File: src/rtl/pulse_gen_pkg.sv
// Shared types and defaults for the astable pulse generator.
package pulse_gen_pkg;

  localparam int unsigned CNT_W_DEF = 16;

  typedef enum logic [1:0] {
    IDLE = 2'd0,
    HIGH = 2'd1,
    LOW  = 2'd2
  } state_e;

endpackage

File: src/rtl/astable_pulse_gen_phase_counter.sv
// Phase down-counter: loads a phase length, counts down, and flags the
// last cycle of the phase with a registered terminal-count bit.
module phase_counter
  import pulse_gen_pkg::*;
#(
  parameter int unsigned CNT_W = CNT_W_DEF
) (
  input  logic             clk,
  input  logic             reset,
  input  logic             clr_i,
  input  logic             ld_i,
  input  logic [CNT_W-1:0] ld_val_i,
  output logic             tc_o
);

  localparam logic [CNT_W-1:0] ONE = CNT_W'(1);

  logic [CNT_W-1:0] cnt_q, cnt_d;
  logic             tc_q, tc_d;

  // Next count: clear wins over load, load wins over decrement; stop at zero.
  // tc is derived from the next count so it is high while the count sits at 1.
  always_comb begin
    cnt_d = cnt_q;
    if (clr_i) begin
      cnt_d = '0;
    end else if (ld_i) begin
      cnt_d = ld_val_i;
    end else if (cnt_q != '0) begin
      cnt_d = cnt_q - ONE;
    end
    tc_d = (cnt_d == ONE);
  end

  // Counter and terminal-count registers.
  always_ff @(posedge clk or posedge reset) begin
    if (reset) begin
      cnt_q <= '0;
      tc_q  <= 1'b0;
    end else begin
      cnt_q <= cnt_d;
      tc_q  <= tc_d;
    end
  end

  assign tc_o = tc_q;

endmodule

File: src/rtl/astable_pulse_gen.sv
// Astable square-wave source: programmable high/low phase lengths in clk
// cycles, registered edge strobes, an active-low per-period counter enable,
// and a free-running rising-edge count.
module astable_pulse_gen
  import pulse_gen_pkg::*;
#(
  parameter int unsigned      CNT_W    = CNT_W_DEF,
  parameter logic [CNT_W-1:0] HIGH_DEF = CNT_W'(4),
  parameter logic [CNT_W-1:0] LOW_DEF  = CNT_W'(4)
) (
  input  logic             clk,
  input  logic             reset,
  input  logic             run,
  input  logic             load,
  input  logic [CNT_W-1:0] high_cycles,
  input  logic [CNT_W-1:0] low_cycles,
  output logic             wave,
  output logic             rise_pulse,
  output logic             fall_pulse,
  output logic             cnt_inhibit,
  output logic [7:0]       period_cnt,
  output logic             busy
);

  // A zero length would never reach terminal count, so it is treated as 1.
  function automatic logic [CNT_W-1:0] clamp1(input logic [CNT_W-1:0] len);
    return (len == '0) ? CNT_W'(1) : len;
  endfunction

  localparam logic [CNT_W-1:0] HIGH_RST = clamp1(HIGH_DEF);
  localparam logic [CNT_W-1:0] LOW_RST  = clamp1(LOW_DEF);

  state_e           state_q, state_d;
  logic [CNT_W-1:0] high_len_q, high_len_d;
  logic [CNT_W-1:0] low_len_q, low_len_d;
  logic             wave_q, wave_d;
  logic             rise_q, rise_d;
  logic             fall_q, fall_d;
  logic             inh_q;
  logic [7:0]       period_q, period_d;
  logic             busy_q;

  logic             cnt_clr;
  logic             cnt_ld;
  logic [CNT_W-1:0] cnt_ld_val;
  logic             tc;

  phase_counter #(
    .CNT_W (CNT_W)
  ) u_phase_counter (
    .clk      (clk),
    .reset    (reset),
    .clr_i    (cnt_clr),
    .ld_i     (cnt_ld),
    .ld_val_i (cnt_ld_val),
    .tc_o     (tc)
  );

  // FSM next state, phase-counter control and next output values.
  // Phase loads use the current shadow lengths, so a load on the same edge
  // as a phase start only affects later phases.
  always_comb begin
    state_d    = state_q;
    wave_d     = wave_q;
    rise_d     = 1'b0;
    fall_d     = 1'b0;
    cnt_clr    = 1'b0;
    cnt_ld     = 1'b0;
    cnt_ld_val = '0;
    if (!run) begin
      state_d = IDLE;
      cnt_clr = 1'b1;
      wave_d  = 1'b0;
      fall_d  = wave_q;
    end else begin
      unique case (state_q)
        IDLE: begin
          state_d    = HIGH;
          wave_d     = 1'b1;
          rise_d     = 1'b1;
          cnt_ld     = 1'b1;
          cnt_ld_val = high_len_q;
        end
        HIGH: begin
          if (tc) begin
            state_d    = LOW;
            wave_d     = 1'b0;
            fall_d     = 1'b1;
            cnt_ld     = 1'b1;
            cnt_ld_val = low_len_q;
          end
        end
        LOW: begin
          if (tc) begin
            state_d    = HIGH;
            wave_d     = 1'b1;
            rise_d     = 1'b1;
            cnt_ld     = 1'b1;
            cnt_ld_val = high_len_q;
          end
        end
        default: begin
          state_d = IDLE;
          wave_d  = 1'b0;
          cnt_clr = 1'b1;
        end
      endcase
    end
  end

  // Shadow length capture with zero clamp, and rising-edge count.
  always_comb begin
    high_len_d = high_len_q;
    low_len_d  = low_len_q;
    if (load) begin
      high_len_d = clamp1(high_cycles);
      low_len_d  = clamp1(low_cycles);
    end
    period_d = period_q + {7'd0, rise_d};
  end

  // State, shadow lengths and registered outputs.
  always_ff @(posedge clk or posedge reset) begin
    if (reset) begin
      state_q    <= IDLE;
      high_len_q <= HIGH_RST;
      low_len_q  <= LOW_RST;
      wave_q     <= 1'b0;
      rise_q     <= 1'b0;
      fall_q     <= 1'b0;
      inh_q      <= 1'b1;
      period_q   <= '0;
      busy_q     <= 1'b0;
    end else begin
      state_q    <= state_d;
      high_len_q <= high_len_d;
      low_len_q  <= low_len_d;
      wave_q     <= wave_d;
      rise_q     <= rise_d;
      fall_q     <= fall_d;
      inh_q      <= ~rise_d;
      period_q   <= period_d;
      busy_q     <= (state_d != IDLE);
    end
  end

  assign wave        = wave_q;
  assign rise_pulse  = rise_q;
  assign fall_pulse  = fall_q;
  assign cnt_inhibit = inh_q;
  assign period_cnt  = period_q;
  assign busy        = busy_q;

endmodule

File: config.mk
export PLATFORM = sky130hd
export DESIGN_NAME = astable_pulse_gen
export DESIGN_NICKNAME = d
export VERILOG_FILES = /design/src/rtl/pulse_gen_pkg.sv /design/src/rtl/astable_pulse_gen_phase_counter.sv /design/src/rtl/astable_pulse_gen.sv
export SDC_FILE = /design/constraint.sdc
export NUM_CORES = 1
export LEC_CHECK = 0
export BUFFER_PORTS_ARGS = -buffer_cell sky130_fd_sc_hd__buf_2
export CAP_MARGIN = 20
export CELL_PAD_IN_SITES_DETAIL_PLACEMENT = 0
export CELL_PAD_IN_SITES_GLOBAL_PLACEMENT = 1
export CORE_ASPECT_RATIO = 2
export CORE_UTILIZATION = 45
export DETAILED_ROUTE_END_ITERATION = 12
export PLACE_DENSITY = 0.87
export SETUP_SLACK_MARGIN = 0.3
export SYNTH_ARGS = -nofsm -noshare
export SYNTH_HDL_FRONTEND = slang
export SYNTH_SLANG_ARGS = --single-unit
File: constraint.sdc
create_clock -name clk -period 3.1 [get_ports clk]
set_clock_uncertainty 0.1 [all_clocks]
set_input_delay 0.93 -clock clk [delete_from_list [all_inputs] [get_ports clk]]
set_output_delay 0.93 -clock clk [all_outputs]
set_load 0.05 [all_outputs]
==> impl_metrics.ini <==
[clock_tree]
clock_latency_ns = 0.34
clk_pin_slew_ns = 0.05
cts_buffers = 9
clock_sinks = 64
clock_path_buffers = 2
root_buffer = clkbuf_16
ctsHtreeMaxLevel = 3
cts_tree = done

[setup_path]
crit_type = reg2reg
slowest_stage = or4_1
start_kind = flop
critPathMaxStageDelay_ns = 0.48
worst_setup_path_end_kind = flop
crit_family = compound AO/OA/AOI/OAI gates
crit_buf_inv = 1
crit_required_ns = 3.24
arrival_ns = 2.87
cp_max_fo = 12
path_cells = inv_1 > ha_1 > a21o_4 > a221oi_4 > a41oi_2 > a2111o_1 > or4_1 > nor4_2

[detailed_routing]
postRouteAntennaNets = 0
drt-pass1-iter-count = 4
vias_per_cell = 5.93
vias = 2552
drc = 0
wl_per_cell_um = 18.6
first_iter_violations = 82
routed_wl_um = 7980

[hold_path]
hold_path.class = reg2reg

[synth]
synthDistinctLibCells = 58
synth_top_flop_cell = dfrtp_1
synth_top_area_share_pct = 47.4
yosysTopAreaCell = dfrtp_1
synthTopCellsByArea = dfrtp_1, mux2_2, a221oi_1
yosysSeqAreaShare_pct = 49.9
synth_edf_count = 0
synthesis.nets = 321
async_reset_ff_share_pct = 100
synth_cells = 277
ys_seq_elements = 64
post_synth.cell_area_avg_um2 = 11.6
yosys_warnings = 0
syn_area_mm2 = 0.00322

[grt]
grt_max_degree = 35
met3_usage_pct = 4.56
use_met1_pct = 24.6
grt_pass1_vias = 2498
antenna_found_initial = 0
busiest_layer = met2
grt_use_total_pct = 23.6
grt_pass1_wl_um = 12400
grtUsageMet2_pct = 41.4
gr-total-overflow = 0

[die]
design.die.area_mm2 = 0.00751
core_mm2 = 0.00694
fp.dieW_um = 61.8
num_io_pins = 49
row_count = 43
die_h_um = 122
start_util_pct = 46.4

[placement]
hpwl_um = 6010
globalplace.congestion = 0.977
io_buffers = 48
place_area_mm2 = 0.00360
place_ws_ns = 0.255

[sta]
slew_viol_final = 0
period_minus_slack_ns = 2.73
worstMarginPinSlew_ns = 0.708
tns_ns = 0
layout_setup_ws_ns = 0.367
period_share_pct = 88.2
hold_violations = 0
fmax_mhz = 366
relSlewSlack_pct = 52.8
rsz0062_at_grt = no
final-setup-viol-count = 0

[finish]
drive_above_1_share_pct = 38.2
diodes = 0
area_growth_pct = 25.0
stdcell_area_mm2 = 0.00402
final_util_pct = 57.9
nets = 379

[power]
leakagePower_nw = 1.79
power-per-cell-area_mw_per_mm2 = 681
ir_drop_v = 0.000522

[run_status]
status = complete, no violations

[job]
drv_cap = 0
-- layer usage --
metal	wire length (um)	share of wire, %
met1	2760	35
met5	0	0
met2	4550	57
met3	268	3.4
met4	397	5.0
-- area by class of cell --
class,count,area [um^2]
clock buffer,13,250
clock inverter,3,65.1
fill,585,2920
inverter,10,37.5
multi-input combinational,189,1610
sequential,64,1610
tap,90,113
timing repair buffer,61,338
-- through the flow --
step	power, mW	std cells	hold slack, ns
2_1_floorplan	1.47	277	0.381
5_1_grt	2.84	430	0.399
4_1_cts	2.73	429	0.373
3_5_place_dp	1.66	413	0.361
6_report	2.74	430	0.367
3_3_place_gp	1.64	413	0.358
-- logic make-up (layout without fill, tap and decap cells) --
kind of cell	after synthesis	in the layout	synth area share, %
AO/OA/AOI/OAI	59	59	14.3
XOR/XNOR	11	11	2.99
adder cells (fa/ha/maj)	8	8	3.11
buffers and inverters	24	87	3.07
flip-flops	64	64	49.9
multiplexers	34	34	11.8
AND/OR/NAND/NOR	77	77	14.9
-- path summary, 6_finish.rpt --
path,from,end,cells after the start,slack (ns)
setup / recovery,state_q[0],u_phase_counter.tc_o,8,0.37
hold reg to reg,period_cnt[7],period_cnt[7],1,0.37
hold / removal,period_cnt[7],period_cnt[7],1,0.37
setup reg to reg,state_q[0],u_phase_counter.tc_o,8,0.37
min in group asynchronous,reset,period_cnt[0],2,0.58
max in group asynchronous,reset,high_len_q[2],3,1.54
-- cell usage after synthesis (2+ instances only) --
library cell / n
and2_1: 2
and4_1: 2
or4_1: 3
xnor2_1: 6
o21a_1: 3
a2111o_1: 2
nand2_1: 9
a41oi_1: 3
o21ai_0: 3
a221oi_1: 14
nand3b_1: 2
nor4_1: 9
nor2_1: 16
xor2_1: 5
nor3_1: 4
nand3_1: 6
a21oi_1: 10
nand4_1: 3
clkbuf_1: 9
a311oi_1: 3
buf_1: 3
a211oi_1: 5
o41ai_1: 2
mux2_2: 32
nand2b_1: 4
or3_1: 4
a21o_1: 2
o211a_1: 2
dfrtp_1: 61
dfstp_2: 3
inv_1: 10
ha_1: 8
mux2i_1: 2
-- flip-flops by register name, indices dropped and copies added (netlist names) --
register and flops:
period_cnt 8, low_len_q 16, wave 1, u_phase_counter.cnt_q 16
high_len_q 16, rise_pulse 1, busy 1, fall_pulse 1
u_phase_counter.tc_o 1, state_q 2, cnt_inhibit 1
-- where the power goes --
| part | internal, mW | switching, mW | leakage [nW] |
|---|---|---|---|
| clock | 0.724 | 0.343 | 0.154 |
| sequential | 0.946 | 0.108 | 0.784 |
| combinational | 0.230 | 0.388 | 0.851 |
| total | 1.90 | 0.839 | 1.79 |
-- cells in the final DEF (no fill, tap or decap), types with 9 or more instances in the layout --
master / synthesis / layout
inv_1: 10 / 9
a21oi_1: 10 / 9
dfrtp_1: 61 / 61
clkbuf_16: 0 / 9
mux2_2: 32 / 32
nand2_1: 9 / 9
a221oi_1: 14 / 9
buf_2: 1 / 48
nor4_1: 9 / 9
buf_4: 0 / 13
nor2_1: 16 / 16
-- repair_timing --
item,in CTS,in global routing
buffers inserted,0,1
hold buffers,0,0
endpoints found under the setup margin,1,1
cloned,0,0
resized for setup,4,13
pin swaps,0,2
(Power assumes the default switching activity.)
